### src/rtl/dcache_write_buffer_pkg.sv
`default_nettype none
// ============================================================================
//  Module   : dcache_write_buffer_pkg
//  Brief    : Shared bus definitions for the data-cache posted-write buffer:
//             bus widths, the buffered store entry and the bus operation
//             decode.
//  Revision : 1.0  initial release
// ============================================================================
package dcache_write_buffer_pkg;

    // Address and data widths on both the cache side and the system bus side.
    localparam int unsigned C_BUS_AW = 32;
    localparam int unsigned C_BUS_DW = 32;

    // One buffered store. The address sits in the upper half so a raw
    // {addr, data} concatenation and this struct line up bit for bit.
    typedef struct packed {
        logic [C_BUS_AW-1:0] addr;
        logic [C_BUS_DW-1:0] data;
    } wb_entry_t;

    localparam int unsigned C_ENTRY_W = $bits(wb_entry_t);

    // What the cache is asking for in the current cycle.
    typedef enum logic [1:0] {
        BUS_IDLE = 2'b00,
        BUS_RD   = 2'b01,
        BUS_WR   = 2'b10
    } bus_op_e;

    // The cache issues one request at a time. If both strobes were ever
    // raised together, the write wins so that a store is never lost.
    function automatic bus_op_e decode_op(input logic req,
                                          input logic rd,
                                          input logic wr);
        bus_op_e op;
        op = BUS_IDLE;
        if (req) begin
            if (wr) begin
                op = BUS_WR;
            end else if (rd) begin
                op = BUS_RD;
            end
        end
        return op;
    endfunction

endpackage
`default_nettype wire

### src/rtl/dcache_write_buffer_sync_fifo.sv
`default_nettype none
// ============================================================================
//  Module   : sync_fifo
//  Brief    : Single-clock circular FIFO with wrap-bit pointers. Exposes the
//             head entry combinationally; push and pop may occur together.
//  Revision : 1.0  initial release
// ============================================================================
module sync_fifo #(
    parameter int unsigned WIDTH = 64,
    parameter int unsigned DEPTH = 4,
    parameter int unsigned AW    = 2
) (
    input  logic             clk,
    input  logic             rst,
    input  logic             push,
    input  logic [WIDTH-1:0] din,
    input  logic             pop,
    output logic [WIDTH-1:0] head,
    output logic             full,
    output logic             empty
);

    // Pointers carry one extra wrap bit above the AW index bits, which
    // separates "full" from "empty" when the index bits are equal.
    logic [AW:0]      r_wr_ptr_q;
    logic [AW:0]      r_rd_ptr_q;
    logic [AW:0]      w_wr_ptr_d;
    logic [AW:0]      w_rd_ptr_d;
    logic             w_do_push;
    logic             w_do_pop;
    logic [WIDTH-1:0] r_mem_q [DEPTH];

    // Status flags decoded from the registered pointers only.
    always_comb begin
        empty = (r_wr_ptr_q == r_rd_ptr_q);
        full  = (r_wr_ptr_q[AW-1:0] == r_rd_ptr_q[AW-1:0]) &&
                (r_wr_ptr_q[AW]     != r_rd_ptr_q[AW]);
        head  = r_mem_q[r_rd_ptr_q[AW-1:0]];
    end

    // Next-pointer computation; requests that would overflow or underflow
    // are ignored so the pointers can never cross.
    always_comb begin
        w_do_push  = push && !full;
        w_do_pop   = pop && !empty;
        w_wr_ptr_d = r_wr_ptr_q;
        w_rd_ptr_d = r_rd_ptr_q;
        if (w_do_push) begin
            w_wr_ptr_d = r_wr_ptr_q + 1'b1;
        end
        if (w_do_pop) begin
            w_rd_ptr_d = r_rd_ptr_q + 1'b1;
        end
    end

    // Pointer registers; reset discards every buffered entry.
    always_ff @(posedge clk) begin
        if (rst) begin
            r_wr_ptr_q <= '0;
            r_rd_ptr_q <= '0;
        end else begin
            r_wr_ptr_q <= w_wr_ptr_d;
            r_rd_ptr_q <= w_rd_ptr_d;
        end
    end

    // Storage array; contents are don't-care after reset, so no reset here.
    always_ff @(posedge clk) begin
        if (w_do_push) begin
            r_mem_q[r_wr_ptr_q[AW-1:0]] <= din;
        end
    end

endmodule
`default_nettype wire

### src/rtl/dcache_write_buffer.sv
`default_nettype none
// ============================================================================
//  Module   : dcache_write_buffer
//  Brief    : Posted-write buffer between the data cache bus master port and
//             the system bus arbiter. Stores are absorbed in one cycle and
//             drained in order; reads pass through only once the buffer is
//             empty, so a read never overtakes an older store.
//  Revision : 1.0  initial release
// ============================================================================
module dcache_write_buffer
    import dcache_write_buffer_pkg::*;
#(
    parameter int unsigned DEPTH = 4,
    parameter int unsigned AW    = 2
) (
    input  logic                clk,
    input  logic                rst,
    // cache side
    input  logic                c_bus_req,
    output logic                c_bus_ack,
    input  logic [C_BUS_AW-1:0] c_bus_addr,
    input  logic                c_bus_rd,
    input  logic                c_bus_wr,
    input  logic [C_BUS_DW-1:0] c_bus_wdata,
    output logic [C_BUS_DW-1:0] c_bus_rdata,
    output logic                c_bus_ready,
    // system bus side
    output logic                m_bus_req,
    input  logic                m_bus_ack,
    output logic [C_BUS_AW-1:0] m_bus_addr,
    output logic                m_bus_rd,
    output logic                m_bus_wr,
    output logic [C_BUS_DW-1:0] m_bus_wdata,
    input  logic [C_BUS_DW-1:0] m_bus_rdata,
    input  logic                m_bus_ready,
    // status
    output logic                wb_empty
);

    bus_op_e   w_op;
    wb_entry_t w_push_entry;
    wb_entry_t w_head;
    logic      w_full;
    logic      w_empty;
    logic      w_wr_accept;
    logic      w_rd_pass;
    logic      w_drain;
    logic      w_pop;

    // Store storage and pointer management.
    sync_fifo #(
        .WIDTH (C_ENTRY_W),
        .DEPTH (DEPTH),
        .AW    (AW)
    ) u_fifo (
        .clk   (clk),
        .rst   (rst),
        .push  (w_wr_accept),
        .din   (w_push_entry),
        .pop   (w_pop),
        .head  (w_head),
        .full  (w_full),
        .empty (w_empty)
    );

    // Classify the cache request and decide which path owns the bus.
    always_comb begin
        w_op         = decode_op(c_bus_req, c_bus_rd, c_bus_wr);
        w_push_entry = '{addr: c_bus_addr, data: c_bus_wdata};
        w_wr_accept  = 1'b0;
        w_rd_pass    = 1'b0;
        w_drain      = 1'b0;
        w_pop        = 1'b0;
        if (!rst) begin
            // Full is judged on registered pointers: a pop this cycle does
            // not free a slot until the next one.
            w_wr_accept = (w_op == BUS_WR) && !w_full;
            // Reads wait until every older store has left the buffer.
            w_rd_pass   = (w_op == BUS_RD) && w_empty;
            w_drain     = !w_empty;
            w_pop       = w_drain && m_bus_ack && m_bus_ready;
        end
    end

    // Output steering: stores are answered locally, reads mirror the bus,
    // and the head entry drives the bus while the buffer is non-empty.
    always_comb begin
        c_bus_ack   = 1'b0;
        c_bus_ready = 1'b0;
        c_bus_rdata = '0;
        m_bus_req   = 1'b0;
        m_bus_rd    = 1'b0;
        m_bus_wr    = 1'b0;
        m_bus_addr  = '0;
        m_bus_wdata = '0;
        if (w_wr_accept) begin
            c_bus_ack   = 1'b1;
            c_bus_ready = 1'b1;
        end
        if (w_drain) begin
            m_bus_req = 1'b1;
            if (m_bus_ack) begin
                m_bus_wr    = 1'b1;
                m_bus_addr  = w_head.addr;
                m_bus_wdata = w_head.data;
            end
        end else if (w_rd_pass) begin
            m_bus_req   = 1'b1;
            c_bus_ack   = m_bus_ack;
            c_bus_ready = m_bus_ready;
            c_bus_rdata = m_bus_rdata;
            if (m_bus_ack) begin
                m_bus_rd   = 1'b1;
                m_bus_addr = c_bus_addr;
            end
        end
    end

    // Fence/DMA status; held high throughout reset.
    always_comb begin
        wb_empty = w_empty || rst;
    end

endmodule
`default_nettype wire
### config.mk
export PLATFORM = sky130hd
export DESIGN_NAME = dcache_write_buffer
export DESIGN_NICKNAME = d
export VERILOG_FILES = /design/src/rtl/dcache_write_buffer_pkg.sv /design/src/rtl/dcache_write_buffer_sync_fifo.sv /design/src/rtl/dcache_write_buffer.sv
export SDC_FILE = /design/constraint.sdc
export NUM_CORES = 1
export LEC_CHECK = 0
export BUFFER_PORTS_ARGS = -buffer_cell sky130_fd_sc_hd__buf_2
export CELL_PAD_IN_SITES_DETAIL_PLACEMENT = 1
export CELL_PAD_IN_SITES_GLOBAL_PLACEMENT = 2
export CORE_MARGIN = 5
export CORE_UTILIZATION = 30
export CTS_BUF_LIST = sky130_fd_sc_hd__clkbuf_8
export DETAILED_ROUTE_END_ITERATION = 8
export GPL_ROUTABILITY_DRIVEN = 0
export PLACE_DENSITY = 0.64
export SYNTH_ARGS = -nofsm -noshare
export SYNTH_HDL_FRONTEND = slang
export SYNTH_SLANG_ARGS = --single-unit
### constraint.sdc
create_clock -name clk -period 2.9 [get_ports clk]
set_input_delay 0.145 -clock clk [delete_from_list [all_inputs] [get_ports clk]]
set_output_delay 0.145 -clock clk [all_outputs]
set_load 0.02 [all_outputs]
Word level (Yosys, flattened, before mapping):

Memories as Yosys holds them, arrays and structs flattened. A register that Yosys moved wholly into a read port is not among the register bits.
Cells that the tools add are included.

* register bits: 6
* memories: 1
* memory bits (read-only): 0
* memory bits (writable): 256
* latch bits: 0
* word-level logic and storage cells: 50

* reductions and logical operators: 10
* shifts and indexed selects: 0
* divide/modulo/power cells: 0
* eq/ne operators: 5
* order comparisons: 0
* add/subtract/negate cells: 2
* bitwise logic cells: 0
* multiply operators: 0
* mux-type cells: 30

Memory list
* u_fifo.r_mem_q: words 4, width 64, rd ports 1, clocked after memory_dff 1, wr ports 1, RTL line dcache_write_buffer_sync_fifo.sv:31 `logic [WIDTH-1:0] r_mem_q [DEPTH];`

Operators with widths (count)
* $mux 32: 8
* $mux 1: 18
* $mux 2: 4
* $logic_and 1x1->1: 7
* $add 3x1->3 const B: 2
* $eq 3x3->1: 1
* $eq 2x1->1 const B: 1
* $eq 2x2->1: 1
* $eq 2x2->1 const B: 1
* $logic_not 1->1: 2
* $logic_or 1x1->1: 1
* $ne 1x1->1: 1

Depth between registers and ports, before layout:

Gate-level depths: netlist of run 1.

* depth in word-level cells: 9
* depth in mapped cells: 6
* mapped depth without buffers: 4

Hierarchy:

Synthesis of run 1 repeated with hierarchy kept, for this count alone.

* cell total of the unflattened synthesis: 572
* area total of the unflattened synthesis: 10981.8 um2

By module, submodules not included
* sync_fifo: area an instance 9788.1 um2, sequential area each 7847.5 um2, cells each 402, times used 1
* dcache_write_buffer: area an instance 1193.6 um2, sequential area each 0.0 um2, cells each 170, times used 1

Worst setup path after synthesis of run 1:

OpenSTA, ideal clock, no wires.

* kind: register to register
* start: reg u_fifo.r_wr_ptr_q[0]
* end: mem u_fifo.r_mem_q[1][0] (enable)
* arrival: 2.650 ns
* path buffers: 2
* setup slack: -0.179 ns
* library setup time: 0.429 ns
* cell stages (with the launch flop): 6
* period minus slack after synthesis: 3.079 ns
* path through: dfxtp_1 xor2_2 buf_6 o31a_1 buf_6 and2_1

* cells in the longest elaborated chain, start to end: 8

Ends and longest elaborated chain
* from (decl): RTL line dcache_write_buffer_sync_fifo.sv:25 `logic [AW:0] r_wr_ptr_q;`
* from (signal assigned): RTL line dcache_write_buffer_sync_fifo.sv:62 `r_wr_ptr_q <= w_wr_ptr_d;`
* $eq 2x2->1: RTL line dcache_write_buffer_sync_fifo.sv:36 `full = (r_wr_ptr_q[AW-1:0] == r_rd_ptr_q[AW-1:0]) &&`
* $logic_and 1x1->1: RTL line dcache_write_buffer_sync_fifo.sv:36
* $logic_not 1->1: RTL line dcache_write_buffer_sync_fifo.sv:44, dcache_write_buffer.sv:77
* $logic_and 1x1->1: RTL line dcache_write_buffer.sv:77 `w_wr_accept = (w_op == BUS_WR) && !w_full;`
* $mux 1: RTL line dcache_write_buffer.sv:74 `if (!rst) begin`
* $logic_and 1x1->1: RTL line dcache_write_buffer_sync_fifo.sv:44 `w_do_push = push && !full;`
* $mux 1: RTL line dcache_write_buffer_sync_fifo.sv:69 `if (w_do_push) begin`
* $mux 1 (implied by the code): RTL line dcache_write_buffer_sync_fifo.sv:70 `r_mem_q[r_wr_ptr_q[AW-1:0]] <= din;`
* to (decl): RTL line dcache_write_buffer_sync_fifo.sv:31

Several ways; a longest one is shown, not always the timed one.

Final worst setup path of run 1:

* start: reg u_fifo.r_rd_ptr_q[1]
* end: out m_bus_addr[13]

* cells in the longest elaborated chain, start to end: 5
* elaborated cells between the ends (all ways): 7
* those cells by class: 1 x eq/ne; 4 x mux; 2 x reduce/logical

Ends and longest elaborated chain
* from (decl): RTL line dcache_write_buffer_sync_fifo.sv:26 `logic [AW:0] r_rd_ptr_q;`
* from (signal assigned): RTL line dcache_write_buffer_sync_fifo.sv:63 `r_rd_ptr_q <= w_rd_ptr_d;`
* $eq 3x3->1 *: RTL line dcache_write_buffer_sync_fifo.sv:35 `empty = (r_wr_ptr_q == r_rd_ptr_q);`
* $logic_and 1x1->1: RTL line dcache_write_buffer.sv:79 `w_rd_pass = (w_op == BUS_RD) && w_empty;`
* $mux 1: RTL line dcache_write_buffer.sv:74
* $mux 32: RTL line dcache_write_buffer.sv:107 `end else if (w_rd_pass) begin`
* $mux 32 *: RTL line dcache_write_buffer.sv:100 `if (w_drain) begin`
* to (decl): RTL line dcache_write_buffer.sv:30 `output logic [C_BUS_AW-1:0] m_bus_addr,`

Mark *: on every way between the ends. The rest lies on a longest branch, timed or not.

==> reports/results.tsv, run 1 <==
metric	value	unit
dr_total_vias	6800	
post-cts-setup-buffers	0	
avgSynthCellArea	18.05	um^2
placed_area	13070	um^2
finalHoldViolations	0	
postSynthCellCount	624	
numCtsBuffers	43	
htreeDepth	2	
cts_tree	done	
syn_to_final_growth	28.79	%
ant_nets	0	
initial_core_util	30.11	%
die-area	41510	um^2
power_density	561.5	nW/um^2
setup_tns	0	ns
leakage	5.054	nW
drc_errors	0	
io_pins	205	
crit_path_start_kind	register	
ys_warn_count	0	
grt_max_degree	65	
synth_seq_cells	264	
vdd_ir_drop_max	0.2237	mV
grt_pass1_wl	44420	um
setup_viol	0	
period_minus_slack	2.735	ns
clk_path_buf_depth	3	
crit_top_cell	buf_4	
finalMaxSlewViolations	0	
crit_fanout	15	
synth_top_flop_cell	edfxtp_1	
die_w	203.7	um
nFillCells	3797	
routed_wl	29260	um
path_class	reg -> out	
netlist-cell-type-count	38	
grt-ovfl-total	0	
slowest_delay	0.46	ns
synth_enable_flop_cells	256	
critical_path.cell_chain	xor2_4 > buf_4 > buf_4 > a2111oi_0 > a211oi_2 > buf_2	
cp_top_family	buffers and inverters	
final_cell_area	14500	um^2
worst_slew_pin_slew	0.6907	ns
antennaDiodeCount	0	
vias_per_cell	4.654	
fmax	0.3657	GHz
synth_most_common_cell	edfxtp_1	
regArea	7855	um^2
firstDrtPassIters	4	
cap_violations	0	
drive_gt1_share	38.42	%
antenna_found_initial	1	
whs	0.1115	ns
drt_iter0_drc	285	
yosys-top-cells-count	edfxtp_1, mux2i_1, and2_1, nor2b_1	
crit_path_end_kind	output port	
nNetsFinal	1025	
hold_path.class	in -> reg	
timing.final.crit_share	94.30	%
yosysTopAreaCell	edfxtp_1	
worstSkewPairLatency	0.55	ns
yosysSeqAreaShare	69.69	%
arrival	2.59	ns
p_total	8.143	mW
grt_setup_unrepaired	false	
syn_area	11260	um^2
crit_slowest_cell	dfxtp_1	
dp_hpwl	19690	um
relSlewSlack	52.76	%
rows	71	
portBuffers	204	
cts_root_buffer	clkbuf_8	
die_h	203.7	um
clock_skew	0.01510	ns
path_buf_inv	3	
grt_pass1_vias	7576	
synth_area_leaders	edfxtp_1, mux4_2, mux2i_1, a211oi_2, a2111oi_0	
cts.clk_slew.worst_paths	0.06	ns
grt.total_usage	13.79	%
status	finished clean	
async_reset_ff_share	0	%
synthesis.nets	732	
synth_top_area_share	68.27	%
cts_num_sinks	264	
core	37400	um^2
fin_util	38.78	%
post_drt_wl_per_cell	20.03	um
required	2.76	ns
multi_input_area	3193	um^2
-- metrics by stage --
stage,cells,setup WS (ns)
floorplan,624,0.5135
global placement,1318,0.6543
detailed placement,1318,0.5779
CTS,1461,0.01531
global route,1461,0.03295
finish,1461,0.1653
-- layout by cell type, fill, tap and decap left out, drive strengths merged, types with 2 or more instances in the layout --
master       count
nor2             2
dfxtp            8
clkbuf          43
edfxtp         256
a211oi          33
mux2i           66
o22a            32
xor2             3
and2            37
a2111oi         32
a21o             3
inv             28
nor2b           34
mux4            32
nand2            4
mux2             3
o31ai            2
clkinv          11
o311ai           2
dlygate4sd3     65
nand2b           2
buf            234
ha               5
-- cell families (layout without fill, tap and decap cells) --
logic type / Yosys count / after routing / share of synthesized area [%]
compound gates: 107 / 107 / 9.278
flops: 264 / 264 / 69.69
buf+inv: 57 / 383 / 2.589
fa+ha+maj: 5 / 5 / 0.5556
simple gates: 86 / 86 / 4.878
mux: 101 / 101 / 12.57
xor+xnor: 4 / 4 / 0.4445
-- path summary, 6_finish.rpt --
check | to | cells past startpoint | from | slack, ns
worst max register to register | u_fifo.r_mem_q[0][21]$_DFFE_PP_ | 4 | u_fifo.r_wr_ptr_q[0]$_SDFFE_PP0N_ | 0.60
worst min-delay path | register | 3 | m_bus_ready | 0.11
worst max-delay path | m_bus_addr[13] | 6 | u_fifo.r_rd_ptr_q[1]$_SDFFE_PP0P_ | 0.17
worst min register to register | register | 2 | u_fifo.r_rd_ptr_q[1]$_SDFFE_PP0P_ | 0.58
-- cell type report --
| type | instances | area share [%] |
|---|---|---|
| clock buffers | 43 | 4.081 |
| clock inverters | 35 | 1.234 |
| inverters | 6 | 0.1553 |
| multi-input cells | 303 | 22.02 |
| flip-flops and latches | 264 | 54.16 |
| well taps | 511 | 4.409 |
| repair buffers | 299 | 13.94 |
-- sequential cells by signal, summed over array words and instances (netlist names), named ones only --
name               count
u_fifo.r_wr_ptr_q      3
u_fifo.r_rd_ptr_q      3
u_fifo.r_mem_q       256
-- power by group --
part | switching (mW) | total, mW | internal, mW
Combinational | 0.571 | 0.968 | 0.397
Sequential | 0.0213 | 4.26 | 4.24
Clock | 1.43 | 2.91 | 1.48
Total | 2.02 | 8.14 | 6.12
-- routing by layer --
layer	vias to the layer above	wire length (um)	GRT usage, %
met5	-	11	0
met4	2	510	3.228
met3	48	1572	3.546
met2	213	14400	23.94
met1	3400	12770	17.35
li1	3137	-	-
-- tightest hold or removal path: cells and delay by family --
| kind | cells | cell delay, ns |
|---|---|---|
| AO/OA/AOI/OAI | 1 | 0.18 |
| multiplexers | 1 | 0.15 |
| buffers and inverters | 1 | 0.13 |
-- timing repair --
item,in CTS,in global routing
gates resized for setup,0,4
hold buffers,65,0
hold endpoints to repair,257,0
setup endpoints to repair,0,4
(Power assumes the default switching activity.)
==> run 2, diff against run 1 <==
- MAX_ROUTING_LAYER: unset -> met4
==> reports/results.tsv, run 2 (same netlist as run 1, synthesis figures left out) <==
metric	value	unit	change
cts_root_buffer	clkbuf_8		
grt_pass1_vias	7581		+0.066%
whs	0.1121	ns	+0.0005840 ns
p_clk_share	35.8	%	about the same
fmax	0.3661	GHz	+0.12%
swShare	24.88	%	+0.029 points
syn_to_final_growth	28.81	%	about the same
initial_core_util	30.11	%	unchanged
io_pins	205		unchanged
rows	71		unchanged
leakage	5.054	nW	about the same
post-cts-setup-buffers	0		unchanged
core	37400	um^2	unchanged
required	2.76	ns	about the same
p_switching	2.027	mW	+0.16%
grt-ovfl-total	0		unchanged
nNetsFinal	1025		unchanged
timing.final.crit_share	94.18	%	-0.12 points
clk_path_buf_depth	3		unchanged
setup_viol	0		unchanged
die_w	203.7	um	unchanged
drc_errors	0		unchanged
finalMaxSlewViolations	0		unchanged
crit_fanout	20		+5
grt_setup_unrepaired	false		
arrival	2.59	ns	about the same
crit_top_cell	buf_4		
grt_pass1_wl	44370	um	-0.11%
final_cell_area	14510	um^2	about the same
htreeDepth	2		unchanged
crit_path_start_kind	register		
cts_num_sinks	264		unchanged
status	finished clean		
crit_path_end_kind	output port		
critical_path.cell_chain	xor2_4 > buf_4 > or3_2 > buf_4 > a211oi_1 > buf_2		
post_drt_wl_per_cell	20.05	um	about the same
largest_reg_flops	256		unchanged
routed_wl	29310	um	+0.17%
clock_skew	0.01404	ns	-0.001062 ns
dp_hpwl	19690	um	unchanged
power_density	561.7	nW/um^2	about the same
grt_max_degree	65		unchanged
antenna_found_initial	1		unchanged
firstDrtPassIters	4		unchanged
seq_power_share	52.3	%	about the same
path_class	reg -> out		
final_cell_mix	edfxtp_1, buf_2, mux2i_1		
finalHoldViolations	0		unchanged
grt.total_usage	14.20	%	+0.41 points
path_buf_inv	3		unchanged
slowest_delay	0.55	ns	+0.09 ns
combPwrFrac	11.9	%	about the same
p_total	8.147	mW	about the same
setup_tns	0	ns	unchanged
portBuffers	204		unchanged
ant_nets	0		unchanged
final_common_cell	edfxtp_1		
p_int	6.120	mW	about the same
crit_slowest_cell	or3_2		
drive_gt1_share	38.42	%	unchanged
cts.clk_slew.worst_paths	0.06	ns	about the same
cp_top_family	buffers and inverters		
dr_total_vias	6834		+0.50%
worstSkewPairLatency	0.55	ns	about the same
worst_slew_pin_slew	0.7186	ns	+0.02790 ns
cap_violations	0		unchanged
die-area	41510	um^2	unchanged
cts_tree	done		
drt_iter0_drc	281		-1.4%
period_minus_slack	2.731	ns	-0.003415 ns
vdd_ir_drop_max	0.2223	mV	-0.64%
numCtsBuffers	43		unchanged
relSlewSlack	52.10	%	-0.67 points
die_h	203.7	um	unchanged
vias_per_cell	4.674		+0.43%
hold_path.class	in -> reg		
placed_area	13070	um^2	unchanged
run 2: timing repair:
| action | in CTS | in global routing |
|---|---|---|
| endpoints found under the setup margin | 0 | 4 |
| hold buffers | 65 | 0 |
| gates resized for setup | 0 | 4 |
| hold endpoints to repair | 257 | 0 |
run 2: through the flow:
step                      util, %  worst slack [ns]  instances
after floorplan                 -            0.5135        624
after global placement      34.95            0.6543       1318
after detailed placement    34.95            0.5779       1318
after CTS                   38.75           0.01531       1461
after global routing        38.78           0.03203       1462
final                       38.78            0.1687       1462
run 2: final timing paths:
path	start	end	slack [ns]	cells past startpoint
setup / recovery	u_fifo.r_rd_ptr_q[2]$_SDFFE_PP0P_	m_bus_addr[1]	0.17	6
hold / removal	m_bus_ready	register	0.11	3
setup reg to reg	u_fifo.r_wr_ptr_q[0]$_SDFFE_PP0N_	u_fifo.r_mem_q[0][35]$_DFFE_PP_	0.61	4
hold reg to reg	u_fifo.r_rd_ptr_q[1]$_SDFFE_PP0P_	register	0.58	2
run 2: final cells by class:
cell class | instances | area [um^2]
well taps | 511 | 639.4
fillers | 3798 | 22890
diodes | 1 | 2.502
clock buffers | 43 | 591.8
multi-input cells | 303 | 3193
flip-flops and latches | 264 | 7855
repair buffers | 299 | 2022
inverters | 6 | 22.52
clock inverters | 35 | 178.9
run 2: tightest hold or removal path: stages:
cell and delay (ns):
buf_2 0.13, o311a_1 0.18, mux2i_1 0.15
run 2: layer usage:
| metal | up-vias | wire length (um) | GRT usage, % |
|---|---|---|---|
| li1 | 3134 | - | - |
| met5 | - | 0 | - |
| met2 | 221 | 14280 | 23.82 |
| met1 | 3430 | 12950 | 17.68 |
| met4 | 0 | 522 | 3.228 |
| met3 | 49 | 1551 | 3.244 |
run 2: power groups by stage:
stage          sequential [mW]  combinational [mW]  clock [mW]
2_1_floorplan             4.33               0.562           0
3_3_place_gp              4.34               0.912           0
3_5_place_dp              4.34               0.919           0
4_1_cts                   4.26               0.993        3.04
5_1_grt                   4.26                1.04        3.22
6_report                  4.26               0.967        2.92
==> run 3, diff against run 2 <==
- CELL_PAD_IN_SITES_DETAIL_PLACEMENT: 1 -> 0
- CORE_UTILIZATION: 30 -> 38
- PLACE_DENSITY: 0.64 -> 0.78
- TNS_END_PERCENT: unset -> 10
==> reports/results.tsv, run 3 (same netlist as run 1, synthesis figures left out) <==
metric	value	unit	change
crit_fanout	16		-20%
worst_slew_pin_slew	0.9810	ns	+0.2625 ns
setup_tns	0	ns	unchanged
fin_util	48.89	%	+10 points
grt_pass1_vias	7203		-5.0%
drt_iter0_drc	390		+39%
die-area	33180	um^2	-20%
slowest_delay	0.43	ns	-0.12 ns
drive_gt1_share	39.35	%	+0.92 points
crit_slowest_cell	or3_2		
routed_wl	27020	um	-7.8%
cts_root_buffer	clkbuf_8		
clk_path_buf_depth	3		unchanged
cts.clk_slew.worst_paths	0.06	ns	about the same
fmax	0.3702	GHz	+1.1%
finalNonFillerCells	1340		-8.3%
cts_tree	done		
p_total	8.219	mW	+0.89%
numCtsBuffers	43		unchanged
initial_core_util	38.20	%	+8.1 points
grt_setup_unrepaired	false		
worstSkewPairLatency	0.54	ns	about the same
antenna_found_initial	2		+1
path_class	reg -> out		
cp_top_family	buffers and inverters		
placed_area	12890	um^2	-1.4%
arrival	2.56	ns	-0.03 ns
htreeDepth	2		unchanged
cts_num_sinks	264		unchanged
nNetsFinal	1025		unchanged
leakage	5.046	nW	-0.15%
largest_reg_flops	256		unchanged
crit_path_end_kind	output port		
cap_violations	0		unchanged
final_cell_mix	edfxtp_1, buf_2, mux2i_1		
crit_top_cell	buf_4		
vdd_ir_drop_max	0.2846	mV	+28%
power_density	570.2	nW/um^2	+1.5%
clock_skew	0.02599	ns	+0.01196 ns
die_h	182.1	um	-11%
final_common_cell	edfxtp_1		
rows	63		-11%
drc_errors	0		unchanged
path_buf_inv	3		unchanged
ant_nets	0		unchanged
dp_hpwl	16780	um	-15%
io_pins	205		unchanged
status	finished clean		
finalMaxSlewViolations	0		unchanged
critical_path.cell_chain	xor2_4 > buf_4 > or3_2 > buf_4 > a211oi_2 > buf_2		
setup_slack	0.1988	ns	+0.03008 ns
dp.cells	1193		-9.5%
whs	0.09394	ns	-0.01817 ns
finalHoldViolations	0		unchanged
die_w	182.1	um	-11%
period_minus_slack	2.701	ns	-0.03008 ns
syn_to_final_growth	28.00	%	
place_ws	0.4022	ns	-0.1758 ns
grt.total_usage	16.41	%	+2.2 points
post_drt_wl_per_cell	20.16	um	+0.56%
vias_per_cell	5.071		+8.5%
setup_viol	0		unchanged
grt_max_degree	38		-42%
timing.final.crit_share	93.15	%	-1.0 points
final_cell_area	14410	um^2	-0.63%
dr_total_vias	6795		-0.57%
crit_path_start_kind	register		
relSlewSlack	34.50	%	-18 points
hold_path.class	in -> reg		
grt_pass1_wl	41570	um	-6.3%
ff2ff_setup_slack	0.69	ns	+0.08 ns
portBuffers	204		unchanged
core	29480	um^2	-21%
required	2.76	ns	about the same
firstDrtPassIters	4		unchanged
grt-ovfl-total	0		unchanged
[run 3: power by group]
part | switching [mW] | internal (mW)
Sequential | 0.0231 | 4.24
Combinational | 0.557 | 0.392
Clock | 1.41 | 1.59
Total | 1.99 | 6.22
[run 3: routing by layer]
| metal | up-vias | part of all wire [%] | track usage [%] |
|---|---|---|---|
| met2 | 274 | 48 | 26.23 |
| li1 | 3139 | - | - |
| met5 | - | 0 | - |
| met1 | 3333 | 44 | 21.61 |
| met3 | 49 | 6.4 | 3.349 |
| met4 | 0 | 2.2 | 4.443 |
[run 3: final cells by class]
class / instances / area [um^2]
sequential: 264 / 7858
fill: 2544 / 15070
tap: 390 / 488.0
timing repair buffer: 297 / 2007
inverter: 6 / 22.52
multi-input combinational: 305 / 3238
clock inverter: 32 / 190.2
antenna: 2 / 5.005
clock buffer: 44 / 605.6
[run 3: tightest hold or removal path, stage by stage]
cell and delay (ns):
buf_2 0.13, o311a_1 0.17, mux2i_1 0.14
[run 3: timing repair]
item	4_1_cts	5_1_grt
gates cloned	1	1
endpoints found under the setup margin	36	68
endpoints found under the hold margin	257	0
buffers inserted	0	2
pin swaps	0	2
hold buffers	65	0
resized for setup	1	5
[run 3: final timing paths]
path | startpoint | endpoint | cells after the start
setup reg to reg | u_fifo.r_rd_ptr_q[0]$_SDFFE_PP0P_ | u_fifo.r_mem_q[2][28]$_DFFE_PP_ | 4
hold reg to reg | u_fifo.r_rd_ptr_q[1]$_SDFFE_PP0P_ | register | 2
hold / removal | m_bus_ready | register | 3
setup / recovery | u_fifo.r_rd_ptr_q[1]$_SDFFE_PP0P_ | m_bus_addr[2] | 6
